<file path="config.mk">
export PLATFORM = sky130hd
export DESIGN_NAME = simd_sat_au
export DESIGN_NICKNAME = d
export VERILOG_FILES = /design/src/rtl/simd_sat_au_pkg.sv /design/src/rtl/simd_sat_au_lane.sv /design/src/rtl/simd_sat_au.sv
export SDC_FILE = /design/constraint.sdc
export NUM_CORES = 1
export LEC_CHECK = 0
export ABC_CLOCK_PERIOD_IN_PS = 15000
export BUFFER_PORTS_ARGS = -buffer_cell sky130_fd_sc_hd__buf_4
export CAP_MARGIN = 5
export CORE_MARGIN = 2
export CORE_UTILIZATION = 61
export CTS_CLUSTER_DIAMETER = 150
export DETAILED_ROUTE_END_ITERATION = 10
export PLACE_DENSITY = 0.85
export RECOVER_POWER = 100
export SKIP_LAST_GASP = 1
export SYNTH_ARGS = -nofsm -noshare
export SYNTH_HDL_FRONTEND = slang
export SYNTH_SLANG_ARGS = --single-unit
</file>
<file path="constraint.sdc">
create_clock -name clk -period 15 [get_ports clk]
set_clock_uncertainty 0.2 [all_clocks]
set_input_delay 1.5 -clock clk [delete_from_list [all_inputs] [get_ports clk]]
set_output_delay 1.5 -clock clk [all_outputs]
set_load 0.1 [all_outputs]
</file>
<file path="src/rtl/simd_sat_au_pkg.sv">
// -----------------------------------------------------------------------------
// simd_sat_au_pkg
//
// Shared definitions for the saturating add/subtract unit: operation encodings,
// the op_t enumeration and a helper that builds saturation limits for any lane
// width.
//
// Contents:
//   op_t       - 2-bit operation code (ADD, SUB, ACC_ADD, ACC_SUB)
//   op_is_sub  - true for the subtracting operations
//   op_is_acc  - true for operations that take the accumulator as operand A
//   sat_const  - largest positive / most negative two's complement value of a
//                given width (widths up to 64 bits)
// -----------------------------------------------------------------------------
package simd_sat_au_pkg;

   // Bit 0 of the code selects subtraction, bit 1 selects the accumulator as
   // operand A; the helpers below rely on that layout.
   typedef enum logic [1:0] {
      OP_ADD     = 2'b00,
      OP_SUB     = 2'b01,
      OP_ACC_ADD = 2'b10,
      OP_ACC_SUB = 2'b11
   } op_t;

   localparam int unsigned SAT_CONST_W = 64;

   function automatic logic op_is_sub(input op_t op);
      return op[0];
   endfunction

   function automatic logic op_is_acc(input op_t op);
      return op[1];
   endfunction

   // neg = 0 : 0 followed by lw-1 ones  (largest positive value)
   // neg = 1 : 1 followed by lw-1 zeros (most negative value)
   // The value is right-aligned in a 64-bit word; callers size-cast it.
   function automatic logic [SAT_CONST_W-1:0] sat_const(input int unsigned lw,
                                                        input logic neg);
      logic [SAT_CONST_W-1:0] one;
      one = {{(SAT_CONST_W-1){1'b0}}, 1'b1};
      if (neg)
         return one << (lw - 1);
      else
         return (one << (lw - 1)) - one;
   endfunction

endpackage

</file>
<file path="src/rtl/simd_sat_au_lane.sv">
// -----------------------------------------------------------------------------
// sat_lane_adder
//
// Combinational LW-bit signed add/subtract slice with carry-in. Produces the
// raw sum, the carry out of the top bit, a signed-overflow flag and the
// saturated sum for this lane on its own.
//
// Ports:
//   a        in  LW  operand A
//   b        in  LW  operand B (inverted internally when sub=1)
//   sub      in  1   subtract: use ~b as the second addend
//   cin      in  1   carry into bit 0
//   sum      out LW  unsaturated sum
//   sat_sum  out LW  sum clamped to the lane's signed range on overflow
//   ovf      out 1   signed overflow of this lane
//   cout     out 1   carry out of bit LW-1
// -----------------------------------------------------------------------------
module sat_lane_adder
   import simd_sat_au_pkg::*;
#(
   parameter int LW = 8
) (
   input  logic [LW-1:0] a,
   input  logic [LW-1:0] b,
   input  logic          sub,
   input  logic          cin,
   output logic [LW-1:0] sum,
   output logic [LW-1:0] sat_sum,
   output logic          ovf,
   output logic          cout
);

   localparam logic [LW-1:0] SAT_MAX = LW'(sat_const(LW, 1'b0));
   localparam logic [LW-1:0] SAT_MIN = LW'(sat_const(LW, 1'b1));

   logic [LW-1:0] b_eff;

   // Overflow is judged on the second addend as actually added, i.e. after the
   // inversion for subtraction. When overflow occurs both addends share a's
   // sign, so a's MSB picks which rail to clamp to.
   always_comb begin
      b_eff = sub ? ~b : b;
      {cout, sum} = {1'b0, a} + {1'b0, b_eff} + {{LW{1'b0}}, cin};
      ovf = (a[LW-1] == b_eff[LW-1]) && (sum[LW-1] != a[LW-1]);
      if (ovf)
         sat_sum = a[LW-1] ? SAT_MIN : SAT_MAX;
      else
         sat_sum = sum;
   end

endmodule

</file>
<file path="src/rtl/simd_sat_au.sv">
// -----------------------------------------------------------------------------
// simd_sat_au
//
// Two-stage pipelined saturating add/subtract unit with optional SIMD lanes,
// a saturating accumulator and a sticky overflow flag. One operation per cycle
// enters over a valid/ready handshake; its registered result appears two
// cycles after acceptance.
//
// Parameters:
//   WIDTH  datapath width (at most 64)
//   LANES  lane count in SIMD mode; WIDTH must divide evenly, lane width >= 2
//
// Ports:
//   clk, rst_n            clock (rising edge), asynchronous active-low reset
//   in_valid / in_ready   operation handshake
//   op                    ADD=00, SUB=01, ACC_ADD=10, ACC_SUB=11
//   simd                  1 = independent lanes, 0 = one full-width word
//   a, b                  signed operands (a ignored for accumulator ops)
//   acc_clr               zero the accumulator at the next edge
//   clr_sticky            clear sticky_v at the next edge
//   out_valid / out_ready result handshake
//   result                saturated result
//   lane_v                per-lane overflow (full-width mode: top bit only)
//   v, n, cout            any overflow, result sign, raw carry out of the MSB
//   sticky_v              overflow seen since the last clear
// -----------------------------------------------------------------------------
module simd_sat_au
   import simd_sat_au_pkg::*;
#(
   parameter int WIDTH = 16,
   parameter int LANES = 2
) (
   input  logic             clk,
   input  logic             rst_n,
   input  logic             in_valid,
   output logic             in_ready,
   input  logic [1:0]       op,
   input  logic             simd,
   input  logic [WIDTH-1:0] a,
   input  logic [WIDTH-1:0] b,
   input  logic             acc_clr,
   input  logic             clr_sticky,
   output logic             out_valid,
   input  logic             out_ready,
   output logic [WIDTH-1:0] result,
   output logic [LANES-1:0] lane_v,
   output logic             v,
   output logic             n,
   output logic             cout,
   output logic             sticky_v
);

   localparam int LW = WIDTH / LANES;
   localparam logic [WIDTH-1:0] FULL_MAX = WIDTH'(sat_const(WIDTH, 1'b0));
   localparam logic [WIDTH-1:0] FULL_MIN = WIDTH'(sat_const(WIDTH, 1'b1));

   // Stage 1 holding registers
   logic             s1_valid;
   op_t              s1_op;
   logic             s1_simd;
   logic [WIDTH-1:0] s1_a;
   logic [WIDTH-1:0] s1_b;

   logic [WIDTH-1:0] acc;

   logic             s2_advance;
   logic             s2_load;
   logic             s1_sub;
   logic             s1_acc;
   logic [WIDTH-1:0] op_a;

   logic [WIDTH-1:0] raw_sum;
   logic [WIDTH-1:0] lane_sat;
   logic [LANES-1:0] lane_ovf;
   logic             top_cout;

   logic [WIDTH-1:0] comb_result;
   logic [LANES-1:0] comb_lane_v;

   // Stage 2 can take a new entry when it is empty or its result is being
   // consumed this cycle. Stage 1 frees up whenever stage 2 can take from it.
   assign s2_advance = ~out_valid | out_ready;
   assign s2_load    = s1_valid & s2_advance;
   assign in_ready   = ~s1_valid | s2_advance;

   assign s1_sub = op_is_sub(s1_op);
   assign s1_acc = op_is_acc(s1_op);

   // An accumulator op that moves to stage 2 in the same cycle as acc_clr sees
   // the cleared accumulator, so it starts a fresh sum rather than adding to
   // the stale value.
   always_comb begin
      op_a = s1_a;
      if (s1_acc)
         op_a = acc_clr ? '0 : acc;
   end

   // One adder slice per lane. In SIMD mode each slice takes the subtract bit
   // as its carry-in; in full-width mode the slices form a single ripple chain.
   for (genvar i = 0; i < LANES; i++) begin : g_lane
      logic          cin_l;
      logic          cout_l;
      logic          ovf_l;
      logic [LW-1:0] sum_l;
      logic [LW-1:0] sat_l;

      if (i == 0) begin : g_first
         assign cin_l = s1_sub;
      end else begin : g_chain
         assign cin_l = s1_simd ? s1_sub : g_lane[i-1].cout_l;
      end

      sat_lane_adder #(
         .LW (LW)
      ) u_lane (
         .a       (op_a[i*LW +: LW]),
         .b       (s1_b[i*LW +: LW]),
         .sub     (s1_sub),
         .cin     (cin_l),
         .sum     (sum_l),
         .sat_sum (sat_l),
         .ovf     (ovf_l),
         .cout    (cout_l)
      );

      assign raw_sum[i*LW +: LW]  = sum_l;
      assign lane_sat[i*LW +: LW] = sat_l;
      assign lane_ovf[i]          = ovf_l;
   end

   assign top_cout = g_lane[LANES-1].cout_l;

   // In full-width mode the top slice sees the true word MSBs, so its overflow
   // flag is the word overflow; the lower slices' flags are meaningless and the
   // clamp uses the full-width rails instead of the lane rails.
   always_comb begin
      comb_lane_v = '0;
      comb_result = raw_sum;
      if (s1_simd) begin
         comb_result = lane_sat;
         comb_lane_v = lane_ovf;
      end else begin
         comb_lane_v[LANES-1] = lane_ovf[LANES-1];
         if (lane_ovf[LANES-1])
            comb_result = op_a[WIDTH-1] ? FULL_MIN : FULL_MAX;
      end
   end

   // Stage 1: capture an offered operation whenever the stage is free or
   // draining into stage 2; otherwise hold.
   always_ff @(posedge clk or negedge rst_n) begin
      if (!rst_n) begin
         s1_valid <= 1'b0;
         s1_op    <= OP_ADD;
         s1_simd  <= 1'b0;
         s1_a     <= '0;
         s1_b     <= '0;
      end else if (in_ready) begin
         s1_valid <= in_valid;
         if (in_valid) begin
            s1_op   <= op_t'(op);
            s1_simd <= simd;
            s1_a    <= a;
            s1_b    <= b;
         end
      end
   end

   // Stage 2: register the result and flags as the operation arrives; drop
   // out_valid once the consumer takes a result and nothing replaces it.
   always_ff @(posedge clk or negedge rst_n) begin
      if (!rst_n) begin
         out_valid <= 1'b0;
         result    <= '0;
         lane_v    <= '0;
         v         <= 1'b0;
         n         <= 1'b0;
         cout      <= 1'b0;
      end else if (s2_load) begin
         out_valid <= 1'b1;
         result    <= comb_result;
         lane_v    <= comb_lane_v;
         v         <= |comb_lane_v;
         n         <= comb_result[WIDTH-1];
         cout      <= top_cout;
      end else if (out_ready) begin
         out_valid <= 1'b0;
      end
   end

   // Accumulator and sticky overflow. Writes from an operation entering stage
   // 2 take priority over the clear requests, so a back-to-back accumulator op
   // sees its predecessor's result and a fresh overflow is never lost.
   always_ff @(posedge clk or negedge rst_n) begin
      if (!rst_n) begin
         acc      <= '0;
         sticky_v <= 1'b0;
      end else begin
         if (s2_load && s1_acc)
            acc <= comb_result;
         else if (acc_clr)
            acc <= '0;

         if (s2_load && (|comb_lane_v))
            sticky_v <= 1'b1;
         else if (clr_sticky)
            sticky_v <= 1'b0;
      end
   end

endmodule

</file>
### Yosys cells after proc, flatten, opt, wreduce, memory -nomap -nowiden

Cells that the tools add are included.

| cells by class | value |
|---|---|
| muxes and demuxes | 18 |
| add/subtract/negate cells | 4 |
| bitwise operators | 7 |
| reduce and logical (&&, ||, !) cells | 8 |
| equality and inequality tests | 4 |

Operators with widths:

| cell | count |
|---|---|
| $mux 16 | 6 |
| $mux 8 | 6 |
| $add 8x8->9 | 2 |
| $add 9x1->9 | 2 |
| $not 8->8 | 2 |
| $mux 1 | 6 |
| $logic_and 1x1->1 | 4 |
| $reduce_bool 2->1 | 2 |
| $eq 1x1->1 | 2 |
| $ne 1x1->1 | 2 |
| $not 1->1 | 2 |
| $or 1x1->1 | 2 |
| $reduce_and 2->1 | 1 |
| $reduce_or 2->1 | 1 |
| $and 1x1->1 | 1 |

| storage, ports and cells | value |
|---|---|
| output and inout port bits | 24 |
| bits of input ports | 41 |
| register bits | 75 |
| word-level logic and storage cells | 54 |

### Logic depth before layout (Yosys ltp)

Gate-level depths: netlist of the first run.

| logic depth | value |
|---|---|
| depth in word-level cells | 11 |
| gate-level depth with buffers | 24 |

### Cells and area by module

From an unflattened synthesis of the first run, not the netlist that was laid out.

| unflattened totals | value |
|---|---|
| cell total of the unflattened synthesis | 476 |
| area, all modules | 4968.5 µm² |

By module, submodules not included:

| module | cells each | instances | area each (µm²) |
|---|---|---|---|
| simd_sat_au | 320 | 1 | 3714.8 |
| sat_lane_adder | 78 | 2 | 626.9 |

### Worst setup path after synthesis of the first run

Ideal clock, no wire load.

| path | value |
|---|---|
| kind | input port to flip-flop |
| start point | input acc_clr |
| end point | register result[3] |
| stages | 22 |
| required time | 14731 ps |
| setup slack | 8761 ps |
| arrival | 5970 ps |
| buffers on the path | 1 |
| path through | clkbuf_1 > nor2b_1 > mux2_2 > fa_1 > a211oi_1 > o21a_1 > nor2_1 > nor2_1 > o21ai_0 > o21ai_0 > fa_1 > nor2b_1 > o21a_1 > o21a_1 > o31a_1 > o21a_1 > nor2_1 > fa_1 > nor4_4 > nor2_2 > a221oi_2 > mux2_2 |

| between the ends | value |
|---|---|
| word-level cells in the longest chain between the ends | 10 |

RTL lines:

| element | RTL line | RTL |
|---|---|---|
| start: declaration | simd_sat_au.sv:41 | `input logic acc_clr,` |
| $mux 16 * | - |  |
| $mux 16 * | simd_sat_au.sv:94 | `if (s1_acc)` |
| $add 8x8->9 | simd_sat_au_lane.sv:43 | `{cout, sum} = {1'b0, a} + {1'b0, b_eff} + {{LW{1'b0}}, cin};` |
| $add 9x1->9 | simd_sat_au_lane.sv:43 |  |
| $mux 1 | simd_sat_au.sv:110 | `assign cin_l = s1_simd ? s1_sub : g_lane[i-1].cout_l;` |
| $add 9x1->9 | simd_sat_au_lane.sv:43 |  |
| $ne 1x1->1 | simd_sat_au_lane.sv:44 | `ovf = (a[LW-1] == b_eff[LW-1]) && (sum[LW-1] != a[LW-1]);` |
| $logic_and 1x1->1 | simd_sat_au_lane.sv:44 |  |
| $mux 16 | simd_sat_au.sv:144 | `if (lane_ovf[LANES-1])` |
| $mux 16 * | simd_sat_au.sv:139 | `if (s1_simd) begin` |
| end signal: assignment | simd_sat_au.sv:181 | `result <= comb_result;` |
| end: declaration | simd_sat_au.sv:45 | `output logic [WIDTH-1:0] result,` |

Every way passes the cells marked *; elsewhere a longest branch is shown, timed or not.
A chain may end at the register's enable or synchronous reset.

### Worst setup path in the final report of the first run

Same ends and word-level chain as after synthesis.

==> reports/qor.tcl, run 1 <==
set qor(leakage_nw) 2.15
set qor(dieArea_mm2) 0.00774
set qor(netlist.area_leader.share) 0.430
set qor(synth_edf_count) 0
set qor(boundaryPins) 65
set qor(hpwlAfterDp_um) 6960
set qor(critical_path.endpoint_type) {flip-flop}
set qor(clkTransAtPathRegs_ps) 70
set qor(grt_max_degree) 75
set qor(cts.path.max_buffers) 2
set qor(postSynthNetCount) 474
set qor(num_antenna_cells) 0
set qor(period_share) 0.512
set qor(height_of_the_chip_um) 88.0
set qor(postCtsSetupRepairBufs) 0
set qor(first_global_vias) 3150
set qor(post-route-cell-area_mm2) 0.00489
set qor(route.detailed.vias_per_inst) 5.94
set qor(maxCapViolCount) 2
set qor(ys_top_cells_by_area) {dfrtp_1 (43%), mux2_2 (12%), o21ai_0 (4.3%)}
set qor(clock.fmax_mhz) 130
set qor(postPlaceCellArea_mm2) 0.00482
set qor(drt_pre_antenna_iters) 5
set qor(drc) 0
set qor(floorplan.core_area_mm2) 0.00679
set qor(post_route_minimum_period_ps) 7680
set qor(hold_path_class) {reg2reg}
set qor(violations) {max-capacitance violations, max-slew violations}
set qor(worst-endpoint-required_ps) 15100
set qor(run_status) {finished with violations}
set qor(netlist.top_cell.by_area) {dfrtp_1}
set qor(clk_root_buffer_cell) {clkbuf_8}
set qor(route.antenna.remaining_nets) 0
set qor(timing_hold_violations_final) 0
set qor(synthesis.area_mm2) 0.00430
set qor(worst_ep_arrival_time_ps) 7780
set qor(hold_ws_ps) 278
set qor(max_slew_margin) -1.55
set qor(worst_ir_drop_vdd_mv) 0.0871
set qor(min-delay-start) {result[5]}
set qor(timing.rr.start) {s1_op[1]}
set qor(insertion_delay_ps) 360
set qor(synth.yosys.warnings) 0
set qor(numPortBuffers) 64
set qor(antenna_found_initial) 0
set qor(detail_route.wirelength_um) 9410
set qor(post_route_cells_drive_above_1_share) 0.233
set qor(setup_repair_after_global_routing_missed_its_margin) {false}
set qor(cts_hold_buffers) 0
set qor(cts_tree) {built}
set qor(seq_area_frac_synth) 0.430
set qor(synth_ff_type) {dfrtp_1}
set qor(post_synth_inst_count) 415
set qor(crit_path_start) {acc_clr}
set qor(grt_first_pass_wirelength_um) 15400
set qor(avgSynthCellArea_um2) 10.4
set qor(post_synth_num_cell_types) 56
set qor(tritoncts.num_buffers) 9
set qor(timing_max_transition_violations_final) 111
set qor(tritoncts_num_sinks) 74
set qor(setup_viol) 0
set qor(vias) 3401
set qor(finalNetCount) 532
set qor(detail_route.iter0.violations) 298
set qor(gr-total-overflow) 0
set qor(cts.repair.resized) 0
set qor(fillCellCount) 536
set qor(detail_route.wl_per_cell_um) 16.4
set qor(horizontal_die_dimension_um) 88.0
set qor(worst-setup-path-type) {in2reg}
set qor(worst_slew_pin_slew_ps) 3830
set qor(synth-seq-cells) 74
set qor(finalWeightedCongestion) 0.942
set qor(fin_tns_setup_ps) 0
set qor(area.growth.synth_to_final_pct) 13.7
set qor(cp_startpoint_kind) {primary input}
set qor(power.density_cell_area_mw_per_mm2) 219
set qor(grt_use_total) 0.259
set qor(placementRows) 30
set qor(cts_htree_levels) 3
set qor(crit_fanout) 13
set qor(postSynth.asyncResetShare) 1.00
set qor(initial_core_util) 0.633
[logic make-up (layout without fill, tap and decap cells)]
group                      Yosys count  in the layout  synth area share
DFF                                 74             74             0.430
muxes                               47             47             0.122
AOI/OAI and AO/OA                  115            115             0.181
and+or+nand+nor                    115            115             0.138
buffers and inverters               27             89            0.0305
xor gates and xnor gates            19             19            0.0387
adders and majority gates           18             18            0.0593
[placed cells by master, fill, tap and decap left out, types with 4 or more instances in the layout]
cell type,synthesis,layout
inv_1,7,7
clkbuf_1,13,28
or3_1,4,4
a21oi_1,28,28
nand3_1,7,7
dfrtp_1,74,74
nand2b_1,4,4
fa_1,4,4
o21a_1,9,9
nor2_1,31,32
xnor2_1,4,4
nor2b_1,18,18
mux2_2,44,43
nand2_1,30,30
nor3_1,6,6
ha_1,14,14
a31oi_1,4,4
buf_4,2,38
clkbuf_8,0,12
xor2_1,15,15
a31o_2,4,4
o21ai_0,37,40
[per-stage QoR]
step | total power [mW] | instances | utilization | setup slack, ps
floorplan | 0.794 | 415 | - | 8760
global placement | 0.920 | 558 | 0.709 | 8490
detailed placement | 0.937 | 558 | 0.709 | 8290
CTS | 1.10 | 573 | 0.739 | 8630
global route | 1.13 | 573 | 0.720 | 6880
finish | 1.07 | 573 | 0.720 | 7320
[state kept, by name (all words and copies together), names as in the netlist, 2 cells and up]
| signal | count |
|---|---|
| acc | 16 |
| lane_v | 2 |
| result | 16 |
| s1_a | 16 |
| s1_b | 16 |
| s1_op | 2 |
[critical path: stages]
cell and delay (ps):
clkbuf_1 480, nand3b_2 300, and2_1 190, a21oi_1 90, fa_1 450, a211oi_1 380, o21a_1 210, nor2_1 50
nor2_1 90, o21ai_0 70, o21ai_0 100, fa_1 260, nor2b_1 60, o21a_1 170, o21a_1 200, o31a_1 260
o21a_1 170, nor2_1 130, fa_1 510, nor4_1 1100, nor2_1 300, a221oi_1 460, mux2_2 230
[final timing paths]
path / end / slack (ps) / cells after the start
worst min-delay path: result[5] / 280 / 2
worst min register to register: result[5] / 280 / 2
worst max-delay path: result[3] / 7320 / 23
worst max register to register: result[3] / 8230 / 19
max in group asynchronous: acc[8] / 10160 / 1
min in group asynchronous: s1_b[14] / 2260 / 1
[metal layers]
metal,vias up,global-route usage,part of all wire
li1,1614,-,-
met1,1605,0.379,0.47
met2,162,0.386,0.44
met3,20,0.0434,0.068
met4,0,0.103,0.021
met5,-,0,0
[synth_stat cells (6+ instances only)]
library cell and instances:
o21ai_0 37, nor2b_1 18, clkbuf_1 13, nand2_1 30, nor3_1 6, mux2_2 44, inv_1 7, dfrtp_1 74
ha_1 14, a21oi_1 28, nor2_1 31, nand3_1 7, o21a_1 9, xor2_1 15
[power breakdown]
group	total [mW]	switching, mW	leakage (nW)	internal [mW]
clock	0.160	0.0705	0.106	0.0894
sequential	0.290	0.0355	0.893	0.255
combinational	0.619	0.446	1.16	0.173
[area by class of cell]
class                           count  area, um2  share of cell area
Multi-Input combinational cell    314       2290               0.468
Inverter                            8       30.0             0.00614
Timing Repair Buffer               66        394              0.0806
Tap cell                           96        120              0.0246
Sequential cell                    74       1850               0.379
Clock inverter                      2       35.0             0.00716
Clock buffer                       13        169              0.0345
No activity file was read; power rests on OpenSTA's default activity.
==> run 2: changes to the inputs <==
--- a/config.mk
+++ b/config.mk
@@ -5,14 +5,15 @@
 export SDC_FILE = /design/constraint.sdc
 export NUM_CORES = 1
 export LEC_CHECK = 0
-export ABC_CLOCK_PERIOD_IN_PS = 15000
+export ABC_AREA = 1
+export ABC_CLOCK_PERIOD_IN_PS = 6900
 export BUFFER_PORTS_ARGS = -buffer_cell sky130_fd_sc_hd__buf_4
 export CAP_MARGIN = 5
 export CORE_MARGIN = 2
-export CORE_UTILIZATION = 61
+export CORE_UTILIZATION = 51
 export CTS_CLUSTER_DIAMETER = 150
 export DETAILED_ROUTE_END_ITERATION = 10
-export PLACE_DENSITY = 0.85
+export PLACE_DENSITY = 0.76
 export RECOVER_POWER = 100
 export SKIP_LAST_GASP = 1
 export SYNTH_ARGS = -nofsm -noshare
==> constraint.sdc (replaced) <==
create_clock -name clk -period 6.9 [get_ports clk]
set_clock_uncertainty 0.2 [all_clocks]
set_input_delay 0.69 -clock clk [delete_from_list [all_inputs] [get_ports clk]]
set_output_delay 0.69 -clock clk [all_outputs]
set_load 0.1 [all_outputs]
==> reports/qor.tcl, run 2 <==
set qor(timing_hold_violations_final) 0 ;# unchanged
set qor(crit_fanout) 23 ;# was 13
set qor(worst_slew_pin_slew_ps) 3860 ;# was 3830 ps
set qor(capturing_instance_or_port_of_the_critical_path) {result[0]} ;# was result[3]
set qor(grt_most_used_layer) {met1} ;# was met2
set qor(finalNetCount) 582 ;# was 532
set qor(violations) {max-capacitance violations, max-slew violations} ;# unchanged
set qor(clkTransAtPathRegs_ps) 80 ;# was 70 ps
set qor(seq_area_frac_synth) 0.451 ;# was 0.430
set qor(timing_max_transition_violations_final) 115 ;# was 111
set qor(regToRegSetupSlack_ps) 1160 ;# was 8230 ps
set qor(run_status) {finished with violations} ;# unchanged
set qor(antenna_found_initial) 0 ;# unchanged
set qor(route.detailed.vias_per_inst) 5.14 ;# was 5.94
set qor(cts.path.max_buffers) 2 ;# unchanged
set qor(setup_repair_after_global_routing_missed_its_margin) {false} ;# unchanged
set qor(grt_first_pass_wirelength_um) 15100 ;# was 15,400 um
set qor(setup_viol) 0 ;# unchanged
set qor(leakage_nw) 2.42 ;# was 2.15 nW
set qor(layout_common_cells) {nand2_1 (136), dfrtp_1 (74), nand3_1 (44), buf_4 (38)} ;# was dfrtp_1 (74), mux2_2 (43), o21ai_0 (40), buf_4 (38), nor2_1 (32)
set qor(post_route_minimum_period_ps) 5740
set qor(avgSynthCellArea_um2) 8.85 ;# was 10.4 um2
set qor(worst-r2r-cell-count) 30 ;# was 19
set qor(postPlaceCellArea_mm2) 0.00464 ;# was 0.00482 mm2
set qor(placementRows) 32 ;# was 30
set qor(initial_core_util) 0.529 ;# was 0.633
set qor(crit_path_start) {s1_op[1]} ;# was acc_clr
set qor(grt_use_met3) 0.0369 ;# was 0.0434
set qor(vias) 3232 ;# was 3,401
set qor(layout.cells.most_common) {nand2_1} ;# was dfrtp_1
set qor(detail_route.wirelength_um) 8840 ;# was 9410 um
set qor(detail_route.iter0.violations) 198 ;# was 298
set qor(postCtsSetupRepairBufs) 0 ;# unchanged
set qor(synth_ff_type) {dfrtp_1} ;# unchanged
set qor(pwr-share-seq) 0.282 ;# was 0.271
set qor(pwr-share-comb) 0.580 ;# was 0.579
set qor(boundaryPins) 65 ;# unchanged
set qor(tritoncts.num_buffers) 9 ;# unchanged
set qor(power_switching_mw) 1.26 ;# was 0.552 mW
set qor(groute.layer.met1.usage) 0.335 ;# was 0.379
set qor(ys_top_cells_by_area) {dfrtp_1 (45%), nand2_1 (12%), mux2_2 (8.2%)} ;# was dfrtp_1 (43%), mux2_2 (12%), o21ai_0 (4.3%)
set qor(grt_max_degree) 75 ;# unchanged
set qor(critical-path-slowest-cell) {dfrtp_1} ;# was nor4_1
set qor(horizontal_die_dimension_um) 93.7 ;# was 88.0 um
set qor(insertion_delay_ps) 340 ;# was 360 ps
set qor(worst_ep_arrival_time_ps) 5770 ;# was 7780 ps
set qor(grt_use_total) 0.218 ;# was 0.259
set qor(route.antenna.remaining_nets) 0 ;# unchanged
set qor(maxCapViolCount) 2 ;# unchanged
set qor(cts_hold_buffers) 0 ;# unchanged
set qor(first_global_vias) 3198 ;# was 3,150
set qor(cts.repair.resized) 0 ;# unchanged
set qor(crit_path_max_incr_delay_ps) 790 ;# was 1100 ps
set qor(post-route-cell-area_mm2) 0.00471 ;# was 0.00489 mm2
set qor(synth-seq-cells) 74 ;# unchanged
set qor(period_share) 0.831
set qor(timing.rr.start) {s1_op[1]} ;# unchanged
set qor(yosysMostFrequentCell) {nand2_1} ;# was dfrtp_1
set qor(worst-setup-path-type) {reg2reg} ;# was in2reg
set qor(clk_root_buffer_cell) {clkbuf_8} ;# unchanged
set qor(area.growth.synth_to_final_pct) 14.8 ;# was 13.7%
set qor(cts_htree_levels) 3 ;# unchanged
set qor(netlist.top_cell.by_area) {dfrtp_1} ;# unchanged
set qor(critical_path.endpoint_type) {flip-flop} ;# unchanged
set qor(num_antenna_cells) 0 ;# unchanged
set qor(synthesis.area_mm2) 0.00411 ;# was 0.00430 mm2
set qor(gr-total-overflow) 0 ;# unchanged
set qor(swShare) 0.540 ;# was 0.516
set qor(dpl.cell_count) 614 ;# was 558
set qor(numPortBuffers) 64 ;# unchanged
set qor(power.density_cell_area_mw_per_mm2) 495 ;# was 219 mW/mm2
set qor(power.internal_mw) 1.07 ;# was 0.518 mW
set qor(post_route_cells_drive_above_1_share) 0.214 ;# was 0.233
set qor(fillCellCount) 727 ;# was 536
set qor(max_slew_margin) -1.57 ;# was -1.55
set qor(cp_startpoint_kind) {flip-flop} ;# was primary input
set qor(worst-endpoint-required_ps) 6940 ;# was 15,100 ps
set qor(rr_endpoint) {result[0]} ;# was result[3]
set qor(floorplan.core_area_mm2) 0.00777 ;# was 0.00679 mm2
set qor(dieArea_mm2) 0.00879 ;# was 0.00774 mm2
set qor(groute.layer.met2.usage) 0.310 ;# was 0.386
set qor(postSynthNetCount) 523 ;# was 474
set qor(post_synth_inst_count) 464 ;# was 415
set qor(synth_edf_count) 0 ;# unchanged
set qor(worst_ir_drop_vdd_mv) 0.165 ;# was 0.0871 mV
set qor(tritoncts_num_sinks) 74 ;# unchanged
set qor(fin_tns_setup_ps) 0 ;# unchanged
set qor(detail_route.wl_per_cell_um) 14.0 ;# was 16.4 um
set qor(netlist.area_leader.share) 0.451 ;# was 0.430
set qor(drc) 0 ;# unchanged
set qor(cts_tree) {built} ;# unchanged
set qor(synth.yosys.warnings) 0 ;# unchanged
set qor(height_of_the_chip_um) 93.7 ;# was 88.0 um
set qor(hpwlAfterDp_um) 6470 ;# was 6960 um
set qor(commonest_cells_post_synth) {nand2_1 (135), dfrtp_1 (74), nand3_1 (44)} ;# was dfrtp_1 (74), mux2_2 (44), o21ai_0 (37)
set qor(clock_power_share) 0.138 ;# was 0.149
set qor(post_synth_num_cell_types) 32 ;# was 56
set qor(postSynth.asyncResetShare) 1.00 ;# unchanged
set qor(hold_path_class) {reg2reg} ;# unchanged
set qor(clock.fmax_mhz) 174
set qor(final_cells) 629 ;# was 573
set qor(finalWeightedCongestion) 0.837 ;# was 0.942
set qor(crit_path_frequent_cell) {nand2_1}
set qor(drt_pre_antenna_iters) 4 ;# was 5
[run 2: cell types whose count changed after synthesis, sizes merged, moves of 13 or more]
cell and delta:
inv +27, nand3 +38, o21ai -18, a21oi -15
nor2b -18, mux2 -14, nor2 -13, nand2 +124
[run 2: power groups by stage]
stage / Clock [mW] / Combinational, mW / Sequential [mW]
finish: 0.321 / 1.35 / 0.659
global route: 0.347 / 1.47 / 0.675
global placement: 0 / 1.40 / 0.661
detailed placement: 0 / 1.42 / 0.665
CTS: 0.329 / 1.42 / 0.660
floorplan: 0 / 0.717 / 1.08
[run 2: area by class of cell]
class | count | area [um2] | share of cell area
sequential | 74 | 1850 | 0.393
timing repair buffer | 66 | 394 | 0.0836
tap | 102 | 128 | 0.0271
multi-input combinational | 338 | 2030 | 0.430
inverter | 34 | 128 | 0.0271
clock buffer | 10 | 128 | 0.0271
clock inverter | 5 | 56.3 | 0.0119
[run 2: cells by family (layout without fill, tap and decap cells)]
kind of cell,Yosys count,count (layout),share of synthesized area
adders and majority gates,18,18,0.0621
AOI/OAI and AO/OA,44,44,0.0609
muxes,30,30,0.0822
buffers and inverters,52,115,0.0524
xor gates and xnor gates,24,24,0.0512
and+or+nand+nor,222,222,0.240
DFF,74,74,0.451
[run 2: worst min path at each step]
stage | end | cells past startpoint | slack (ps) | from
floorplan | acc[0] | 0 | 190 | rst_n
global placement | lane_v[1] | 2 | 260 | lane_v[1]
detailed placement | lane_v[1] | 2 | 270 | lane_v[1]
CTS | lane_v[1] | 2 | 290 | lane_v[1]
global route | result[13] | 2 | 310 | result[13]
finish | lane_v[1] | 2 | 280 | lane_v[1]
[run 2: worst max-delay path: cells and delay by family, from the launching register on]
family                   cells  cell delay (ps)
AO/OA/AOI/OAI                7             1160
adder cells (fa/ha/maj)      3             1300
buffers and inverters        3              660
flip-flops                   1              790
AND/OR/NAND/NOR             17             1500
[run 2: stage by stage]
step | worst slack [ps] | hold slack (ps) | util | power (mW)
floorplan | 2120 | 194 | - | 1.79
global placement | 1580 | 264 | 0.598 | 2.06
detailed placement | 1480 | 270 | 0.598 | 2.08
CTS | 1480 | 290 | 0.621 | 2.41
global route | 642 | 312 | 0.607 | 2.50
finish | 1160 | 284 | 0.607 | 2.33
[run 2: layer usage]
metal  vias to the layer above  wire (um)
met5                         -          0
met4                         0        122
met3                        10        443
met2                        83       3690
met1                      1515       4580
li1                       1624          -
